## src/rtl/fifo_rd_pkg.sv

```systemverilog
// fifo_rd_pkg: types and constants shared by the FIFO read streamer and its
// output buffer.
package fifo_rd_pkg;

  // Output buffer occupancy; the encoding doubles as the word count.
  typedef enum logic [1:0] {
    EMPTY = 2'd0,
    ONE   = 2'd1,
    TWO   = 2'd2
  } occ_e;

  // Width of the optional delivered-word counter.
  localparam int CNT_WIDTH = 16;

endpackage

```

## src/rtl/rd_skid_buffer.sv

```systemverilog
// rd_skid_buffer: two-entry in-order output buffer. The head register drives
// the stream data directly. A second register holds the word that arrived
// while the head was still waiting for the sink.
module rd_skid_buffer
  import fifo_rd_pkg::*;
#(
  parameter int DATA_WIDTH = 8
) (
  input  logic                  i_clk,
  input  logic                  i_rst,
  input  logic                  i_push,
  input  logic [DATA_WIDTH-1:0] i_push_data,
  input  logic                  i_pop,
  input  logic                  i_flush,
  output logic [DATA_WIDTH-1:0] o_head,
  output occ_e                  o_occ
);

  occ_e                  r_occ;
  logic [DATA_WIDTH-1:0] r_head;
  logic [DATA_WIDTH-1:0] r_tail;

  // Occupancy and entry update; flush wins over any push or pop.
  // NOTE: sequential state uses non-blocking assignments only, so every register
  // in this block sees the pre-edge values of its neighbours (r_head <= r_tail).
  always_ff @(posedge i_clk or posedge i_rst) begin
    if (i_rst) begin
      r_occ  <= EMPTY;
      // NOTE: the data registers are reset as well, because the stream data must
      // read zero while reset is held, not just be marked invalid.
      r_head <= '0;
      r_tail <= '0;
    end else if (i_flush) begin
      r_occ <= EMPTY;
    end else begin
      case (r_occ)
        EMPTY: begin
          if (i_push) begin
            r_head <= i_push_data;
            r_occ  <= ONE;
          end
        end
        ONE: begin
          if (i_push && i_pop) begin
            r_head <= i_push_data;
          end else if (i_push) begin
            r_tail <= i_push_data;
            r_occ  <= TWO;
          end else if (i_pop) begin
            r_occ <= EMPTY;
          end
        end
        TWO: begin
          // A push without a pop cannot happen here: the requester never lets
          // buffered plus in-flight words exceed two.
          if (i_pop) begin
            r_head <= r_tail;
            if (i_push) begin
              r_tail <= i_push_data;
            end else begin
              r_occ <= ONE;
            end
          end
        end
        default: r_occ <= EMPTY;
      endcase
    end
  end

  assign o_head = r_head;
  assign o_occ  = r_occ;

endmodule

```

## src/rtl/fifo_read_streamer.sv

```systemverilog
// fifo_read_streamer: converts a FIFO read port with one-cycle read latency
// into a valid/ready stream. Two buffer slots absorb the in-flight word, so
// the streamer can sustain one word per cycle and still honour back-pressure.
// Optional feature: define FIFO_RD_STREAM_CNT_EN to add the pop_cnt output,
// a wrapping count of delivered stream handshakes.
module fifo_read_streamer
  import fifo_rd_pkg::*;
#(
  parameter int DATA_WIDTH = 8
) (
  input  logic                  rclk,
  input  logic                  rrst,
  input  logic                  fifo_empty,
  input  logic [DATA_WIDTH-1:0] fifo_rdata,
  output logic                  fifo_r_en,
  input  logic                  flush,
  output logic                  m_valid,
  input  logic                  m_ready,
  output logic [DATA_WIDTH-1:0] m_data,
  output logic                  busy
`ifdef FIFO_RD_STREAM_CNT_EN
  ,
  output logic [CNT_WIDTH-1:0]  pop_cnt
`endif
);

  occ_e                  w_occ;
  logic [DATA_WIDTH-1:0] w_head;
  logic                  w_pop;
  logic [2:0]            w_level;
  logic                  w_room;
  logic                  r_inflight;
  logic                  r_run;

  assign w_pop   = m_valid && m_ready;
  // Words already committed: buffered plus the one on its way from the FIFO.
  assign w_level = {1'b0, w_occ} + {2'b00, r_inflight};
  // A word leaving this cycle frees its slot for a request issued now.
  assign w_room  = (w_level - {2'b00, w_pop}) < 3'd2;

  assign fifo_r_en = r_run && !fifo_empty && !flush && w_room;

  // Run enable and in-flight flag: r_run only rises on the first edge after
  // reset release, so no pop request can appear while reset is deasserting.
  always_ff @(posedge rclk or posedge rrst) begin
    if (rrst) begin
      r_run      <= 1'b0;
      r_inflight <= 1'b0;
    end else begin
      r_run      <= 1'b1;
      r_inflight <= fifo_r_en && !flush;
    end
  end

  rd_skid_buffer #(
    .DATA_WIDTH (DATA_WIDTH)
  ) u_buf (
    .i_clk       (rclk),
    .i_rst       (rrst),
    .i_push      (r_inflight),
    .i_push_data (fifo_rdata),
    .i_pop       (w_pop),
    .i_flush     (flush),
    .o_head      (w_head),
    .o_occ       (w_occ)
  );

  assign m_valid = (w_occ != EMPTY);
  assign m_data  = w_head;
  assign busy    = m_valid || r_inflight;

`ifdef FIFO_RD_STREAM_CNT_EN
  logic [CNT_WIDTH-1:0] r_pop_cnt;

  // Delivered-word count; flush leaves it alone, only reset clears it.
  always_ff @(posedge rclk or posedge rrst) begin
    if (rrst) begin
      r_pop_cnt <= '0;
    end else if (w_pop) begin
      r_pop_cnt <= r_pop_cnt + CNT_WIDTH'(1);
    end
  end

  assign pop_cnt = r_pop_cnt;
`endif

endmodule

```

## config.mk

```make
export PLATFORM = sky130hd
export DESIGN_NAME = fifo_read_streamer
export DESIGN_NICKNAME = d
export VERILOG_FILES = /design/src/rtl/fifo_rd_pkg.sv /design/src/rtl/rd_skid_buffer.sv /design/src/rtl/fifo_read_streamer.sv
export SDC_FILE = /design/constraint.sdc
export NUM_CORES = 1
export LEC_CHECK = 0
export CORE_AREA = 8 8 61 63
export CTS_CLUSTER_SIZE = 40
export DETAILED_ROUTE_END_ITERATION = 10
export DIE_AREA = 0 0 69 71
export GPL_TIMING_DRIVEN = 0
export PLACE_DENSITY = 0.71
export REMOVE_ABC_BUFFERS = 1
export SLEW_MARGIN = 20
export SYNTH_ARGS = -nofsm -noshare
export SYNTH_HDL_FRONTEND = slang
export SYNTH_SLANG_ARGS = --single-unit
```

## constraint.sdc

```tcl
create_clock -name rclk -period 1.95 [get_ports rclk]
set_input_delay 0.195 -clock rclk [delete_from_list [all_inputs] [get_ports rclk]]
set_output_delay 0.195 -clock rclk [all_outputs]
set_load 0.1 [all_outputs]
```

# Word level (Yosys, flattened, before mapping)
# Cells that the tools add are included.
# Widths: inputs -> output; s select.
# totals
ff_bits,20
in_bits,13
out_inout_bits,11
word_cells,52
# op_classes
addsub,2
order_cmp,1
n_eq_ne,11
muxes,16
n_bitwise,1
n_reduce_logical,16
# ops
operator,count
$mux 8,6
$pmux 8 s3,1
$pmux 8 s2,1
$mux 2,7
$reduce_and 5->1,2
$ne 3x3->1 const B,3
$logic_and 1x1->1,6
$pmux 2 s3,1
$ne 2x1->1 const B,2
$ne 2x2->1 const B,2
$ne 4x3->1 const B,1
$reduce_and 4->1,1
$reduce_bool 2->1,2
$add 2x1->3,1
$lt 3x2->1 const B,1
$ne 3x2->1 const B,1
$reduce_bool 3->1,1
$sub 3x1->3,1
$eq 2x1->1 const B,1
$eq 2x2->1 const B,1
$logic_not 1->1,2
$logic_not 2->1,1
$logic_or 1x1->1,1
$not 1->1,1

# Longest topological paths before layout
# Gate-level depths: netlist of run 1.
# depth
word_depth,7
depth_mapped,7

# Modules after synthesis
# Synthesis of run 1 repeated with hierarchy kept, for this count alone.
# unflattened
hier_cells,95
hier_area_um2,1038.5
# modules_own_cells
mod,n_inst,cells_per_inst,area_each_um2,seq_area_each_um2
rd_skid_buffer,1,80,889.6,450.4
fifo_read_streamer,1,15,148.9,50.0

# Least setup slack after synthesis of run 1
# OpenSTA, ideal clock, no wires.
# synth_path
kind,register to output
from,register u_buf.r_occ[1] (netlist: u_buf.o_occ[1])
to,output port fifo_r_en
t_arrival_ps,4361
required_time_ps,1755
path_slack_ps,-2606
stages_incl_launch_ff,8
cell_sequence,dfrtp_1 buf_6 and3b_1 buf_2 o21ai_0 fa_1 nand2_1 nor4_1
# synth_between
elab_chain_cells,5
# synth_rtl
item,line,rtl
from (decl),rd_skid_buffer.sv:19,occ_e r_occ;
from (signal assigned),rd_skid_buffer.sv:28,r_occ <= EMPTY;
from (signal assigned),rd_skid_buffer.sv:34,r_occ <= EMPTY;
from (signal assigned),rd_skid_buffer.sv:40,r_occ <= ONE;
"parallel branches: the longest is 2 deep, another holds $add 2x1->3",-,
$sub 3x1->3 (*),fifo_read_streamer.sv:39,"assign w_room = (w_level - {2'b00, w_pop}) < 3'd2;"
$lt 3x2->1 (*),fifo_read_streamer.sv:39,
$logic_and 1x1->1 (*),fifo_read_streamer.sv:41,assign fifo_r_en = r_run && !fifo_empty && !flush && w_room;
to (decl),fifo_read_streamer.sv:15,"output logic fifo_r_en,"
# Every way passes the cells marked *.

# Worst setup path in the final report of run 1
# layout_path
from,register u_buf.r_occ[0] (netlist: u_buf.o_occ[0])
to,output port fifo_r_en
# Same word-level chain as after synthesis.

==> results_dict.tcl, run 1 <==
set metrics [dict create \
    wl_per_cell_um 15.1 \
    start_kind "flip-flop" \
    worst_hold_slack_ns 0.317 \
    multi_input_comb_area_um2 507 \
    clk_pin_slew_worst_paths_ns 0.10 \
    ir_drop_mv 0.638 \
    dp_cells 128 \
    clock.fmax_ghz 0.425 \
    leakagePower_nw 0.615 \
    syn_inst 75 \
    via_count 677 \
    grtUsageMet1 0.0902 \
    vias_per_cell 5.01 \
    pwr-share-seq 0.406 \
    syn-cell-area_mm2 0.00100 \
    critPathMaxFanout 4 \
    numCtsBuffers 3 \
    clkLatencyLatePin_ns 0.30 \
    die_y_um 71 \
    p_int_mw 0.674 \
    gp_congestion 0.804 \
    synthArstFlopShare 1.00 \
    min_period_over_period 1.21 \
    core-area_mm2 0.00285 \
    syn_area_per_cell_um2 13.3 \
    root_buffer "clkbuf_4" \
    busiest_layer "met2" \
    port_buffers 23 \
    max-slew-margin-rel 0.353 \
    synth_top_flop_cell "dfrtp_1" \
    crit_required_ns 1.75 \
    r2r-start "u_buf.o_occ[1]$_DFFE_PP0P_" \
    grt_pass1_wl_um 3410 \
    layout-drive-gt1-share 0.451 \
    switchingPower_mw 0.561 \
    arrival_ns 2.16 \
    cts_tree "yes" \
    final_area_mm2 0.00133 \
    die_w_um 69 \
    stdcell_count 135 \
    drt_iter0_markers 13 \
    rsz0062_at_grt "true" \
    timing.final.ws_setup_ns -0.403 \
    setup_tns_ns -0.403 \
    area_growth_pct 32.9 \
    io_pins 24 \
    clock_path_buffers 2 \
    grt_pass1_vias 760 \
    reg2reg_slack_ns 0.23 \
    ys_warn_count 0 \
    cts_max_level 1 \
    grt_overflow 0 \
    violations "setup timing" \
    reg2reg_depth 5 \
    min_path_type "in2async" \
    grtUsageTotal 0.0817 \
    fill_cells 275 \
    tightest_slew_ns 0.975 \
    initial_core_util 0.351 \
    grt_max_degree 21 \
    max_cap_viol_count 0 \
    endpoint_kind "output pin" \
    finalCriticalPeriod_ns 2.35 \
    fp-row-count 20 \
    dpl.hpwl_um 1490 \
    power_frac_comb 0.443 \
    dr.pass1.iters 4 \
    ys_seq_area_frac 0.500 \
    rr_endpoint "u_buf.o_head[2]$_DFFE_PP0P_" \
    slew_viol_final 0 \
    met2_usage 0.140 \
    die-area_mm2 0.00490 \
    clock-skew-final_ns 0.00737 \
    seq_area_um2 502 \
    final_nets 118 \
    final_cell_mix "23 x mux2_2, 19 x dfrtp_1, 11 x clkdlybuf4s50_1, 8 x dlygate4sd2_1, 4 x buf_4" \
    detail-route-antenna-nets 0 \
    antenna_found_initial 0 \
    sw_frac_of_total 0.454 \
    drc_errors 0 \
    criticalPathCategory "reg2out" \
    p_per_area_mw_per_mm2 929 \
    routed_wl_um 2040 \
    final_core_util 0.466 \
    antenna_cells 0 \
    yosys.cell_types.count 25 \
    pwr-share-clk 0.151 \
    dpl_cell_area_mm2 0.00125 \
    layout_commonest_cell "mux2_2" \
    status "finished with violations" \
    synth-seq-cells 20 \
    cts.sinks 20 \
    grtUsageMet3 0.0294 \
    setup_viol 1 \
    synth-edff-count 0 \
    hold_violations 0 \
]
metal layers:
metal | share of wire | wire [um] | up-vias
li1 | - | - | 315
met4 | 0.012 | 25 | 0
met1 | 0.42 | 848 | 341
met2 | 0.50 | 1030 | 18
met3 | 0.067 | 137 | 3
met5 | 0 | 0 | -
flip-flops by register name (all words and copies together) (netlist names):
signal and flops:
u_buf.o_head 8, u_buf.r_tail 8, u_buf.o_occ 2, r_inflight 1
r_run 1
cell type report:
cell class                      count  area share
Clock buffer                        3      0.0169
Sequential cell                    20       0.377
Inverter                            2     0.00564
Timing Repair Buffer               27       0.188
Multi-Input combinational cell     50       0.381
Tap cell                           33      0.0310
worst max-delay path, cell delays in order (launching register included):
cell and delay, ns:
dfrtp_1 0.41, and3b_2 0.25, buf_4 0.14, fa_2 0.36
xor2_2 0.17, nor4_4 0.27, buf_6 0.26
cells in the mapped netlist (2+ instances only):
library cell  number  share of area
nor4_1             2          0.012
nor2b_1            4          0.025
nand2b_1           2          0.012
mux2_2            23           0.26
nor2_1             3          0.011
buf_2              2          0.010
inv_1              2         0.0075
dfrtp_1           20           0.50
timing repair:
action | 4_1_cts | 5_1_grt
pin swaps | 4 | 2
buffers inserted | 4 | 0
setup endpoints to repair | 12 | 2
hold endpoints to repair | 0 | 0
hold buffers | 0 | 0
gates resized for setup | 30 | 5
how the worst max path moves through the flow:
stage	to	cells after the start	slack, ns	from
CTS	fifo_r_en	6	-0.44	u_buf.o_occ[0]$_DFFE_PP0P_
global route	fifo_r_en	6	-0.47	u_buf.o_occ[0]$_DFFE_PP0P_
detailed placement	fifo_r_en	7	-1.59	m_ready
floorplan	fifo_r_en	5	-2.66	u_buf.o_occ[1]$_DFFE_PP0P_
finish	fifo_r_en	6	-0.40	u_buf.o_occ[0]$_DFFE_PP0P_
global placement	fifo_r_en	7	-1.50	m_ready
metrics by stage:
step                worst slack [ns]  power, mW
floorplan                      -2.66      0.941
global placement               -1.50       1.08
detailed placement             -1.59       1.09
CTS                           -0.441       1.25
global route                  -0.473       1.28
finish                        -0.403       1.24
cell families (layout without fill, tap and decap cells):
| group | count (synthesis) | after routing | synth area share |
|---|---|---|---|
| multiplexers | 25 | 25 | 0.284 |
| adder cells (fa/ha/maj) | 1 | 1 | 0.0200 |
| AO/OA/AOI/OAI | 6 | 6 | 0.0575 |
| XOR/XNOR | 1 | 1 | 0.00875 |
| AND/OR/NAND/NOR | 16 | 16 | 0.0975 |
| other | 1 | 1 | 0.00375 |
| flip-flops | 20 | 20 | 0.500 |
| buffers and inverters | 5 | 32 | 0.0288 |
power by group through the flow:
| stage | sequential [mW] | combinational [mW] | clock, mW |
|---|---|---|---|
| after floorplan | 0.822 | 0.119 | 0 |
| after global placement | 0.510 | 0.572 | 0 |
| after detailed placement | 0.512 | 0.577 | 0 |
| after CTS | 0.502 | 0.554 | 0.193 |
| after global routing | 0.510 | 0.566 | 0.206 |
| final | 0.501 | 0.548 | 0.187 |
No activity file was read; power rests on OpenSTA's default activity.
==> run 2: changes to the inputs <==
Settings changed: GPL_TIMING_DRIVEN 0 to 1.
==> results_dict.tcl, run 2 (synthesis results as in run 1) <==
set metrics [dict create \
    dp_cells 135 \
    slew_viol_final 0 \
    final_core_util 0.487 \
    layout-drive-gt1-share 0.523 \
    vias_per_cell 4.95 \
    clk_pin_slew_worst_paths_ns 0.12 \
    die_y_um 71 \
    status "finished with violations" \
    area_growth_pct 38.9 \
    die_w_um 69 \
    leakagePower_nw 0.646 \
    dr.pass1.iters 4 \
    drt_iter0_markers 8 \
    initial_core_util 0.351 \
    routed_wl_um 2030 \
    ir_drop_mv 0.720 \
    criticalPathCategory "reg2out" \
    antenna_cells 0 \
    min_path_type "in2async" \
    sw_frac_of_total 0.410 \
    crit_path_max_incr_delay_ns 0.55 \
    setup_viol 1 \
    cp_top_family "adder cells" \
    final_cell_mix "23 x mux2_2, 20 x dfrtp_1, 16 x buf_4, 12 x clkdlybuf4s50_1, 4 x nor2b_1" \
    fp-row-count 20 \
    critPathMaxFanout 4 \
    gp_congestion 0.775 \
    endpoint_kind "output pin" \
    min_period_over_period 1.22 \
    die-area_mm2 0.00490 \
    numCtsBuffers 3 \
    finalPower_mw 1.42 \
    timing.final.ws_setup_ns -0.424 \
    path_cells "and3b_2, o21ai_2, fa_2, nand2_2, nor4_2, buf_4, buf_12" \
    rsz0062_at_grt "true" \
    clkLatencyLatePin_ns 0.32 \
    dpl.hpwl_um 1540 \
    port_buffers 23 \
    max_cap_viol_count 0 \
    cp.buffers_inverters 2 \
    cts_max_level 1 \
    core-area_mm2 0.00285 \
    stdcell_count 140 \
    cts_tree "yes" \
    worst_hold_slack_ns 0.200 \
    root_buffer "clkbuf_4" \
    wl_met3_um 74 \
    arrival_ns 2.18 \
    clock_path_buffers 2 \
    wl_met1_um 872 \
    clock-skew-final_ns 0.0139 \
    pwr-share-clk 0.239 \
    finalCriticalPeriod_ns 2.37 \
    grt_max_degree 21 \
    hold_violations 0 \
    cts-hold-fix-buffers 0 \
    io_pins 24 \
    grt_pass1_wl_um 3630 \
    cts.sinks 20 \
    preCtsSetupSlack_ns -0.453 \
    clock.fmax_ghz 0.421 \
    final_nets 122 \
    p_int_mw 0.840 \
    wl_per_cell_um 14.5 \
    critPathSlowestCell "fa_2" \
    via_count 693 \
    highest_layer "met4" \
    grtUsageTotal 0.0884 \
    start_kind "flip-flop" \
    wl_met2_um 1040 \
    antenna_found_initial 0 \
    switchingPower_mw 0.583 \
    power_frac_comb 0.406 \
    pwr-share-seq 0.355 \
    p_per_area_mw_per_mm2 1020 \
    drc_errors 0 \
    violations "setup timing" \
    grt_pass1_vias 796 \
    layout_commonest_cell "mux2_2" \
    grt_overflow 0 \
    detail-route-antenna-nets 0 \
    crit_required_ns 1.75 \
]
[run 2: what timing repair did]
item	CTS	global route
endpoints found under the setup margin	1	1
setup buffers	1	0
pin swaps	0	2
resized for setup	3	3
[run 2: power by group through the flow]
stage	Sequential, mW	Clock (mW)	Combinational [mW]
6_report	0.505	0.340	0.579
5_1_grt	0.515	0.363	0.599
4_1_cts	0.506	0.348	0.584
3_5_place_dp	0.513	0	0.580
3_3_place_gp	0.511	0	0.573
2_1_floorplan	0.822	0	0.119
[run 2: worst paths after layout]
kind                                        startpoint                          end  slack (ns)  cells past startpoint
max                         u_buf.o_occ[0]$_DFFE_PP0P_                    fifo_r_en       -0.42                      7
min reg2reg                u_buf.r_tail[4]$_DFFE_PP0P_  u_buf.r_tail[4]$_DFFE_PP0P_        0.51                      1
min                                               rrst  u_buf.o_head[5]$_DFFE_PP0P_        0.20                      3
max reg2reg                 u_buf.o_occ[1]$_DFFE_PP0P_  u_buf.o_head[4]$_DFFE_PP0P_        0.25                      5
min in group rclk                           fifo_empty         r_inflight$_DFF_PP0_        0.49                      2
max in group asynchronous                         rrst         r_inflight$_DFF_PP0_        1.53                      3
[run 2: layer usage]
metal	vias to the layer above	track usage
li1	328	-
met1	340	0.104
met2	20	0.144
met3	5	0.0182
met4	0	0.0547
met5	-	0
[run 2: cell type report]
type	count	area [um^2]
Fill cell	271	1460
Sequential cell	20	500
Multi-Input combinational cell	50	488
Timing Repair Buffer	31	300
Tap cell	33	41.3
Clock inverter	1	30.0
Clock buffer	3	22.5
Inverter	2	7.51
[run 2: tightest hold or removal path, delay by kind of cell]
kind / cells / cell delay, ns
buffers and inverters: 3 / 0.72
[run 2: metrics by stage]
stage | setup TNS [ns] | instance area, um^2
2_1_floorplan | -2.66 | 980
3_3_place_gp | -0.378 | 1310
3_5_place_dp | -0.453 | 1310
4_1_cts | -0.496 | 1380
5_1_grt | -0.504 | 1390
6_report | -0.424 | 1390
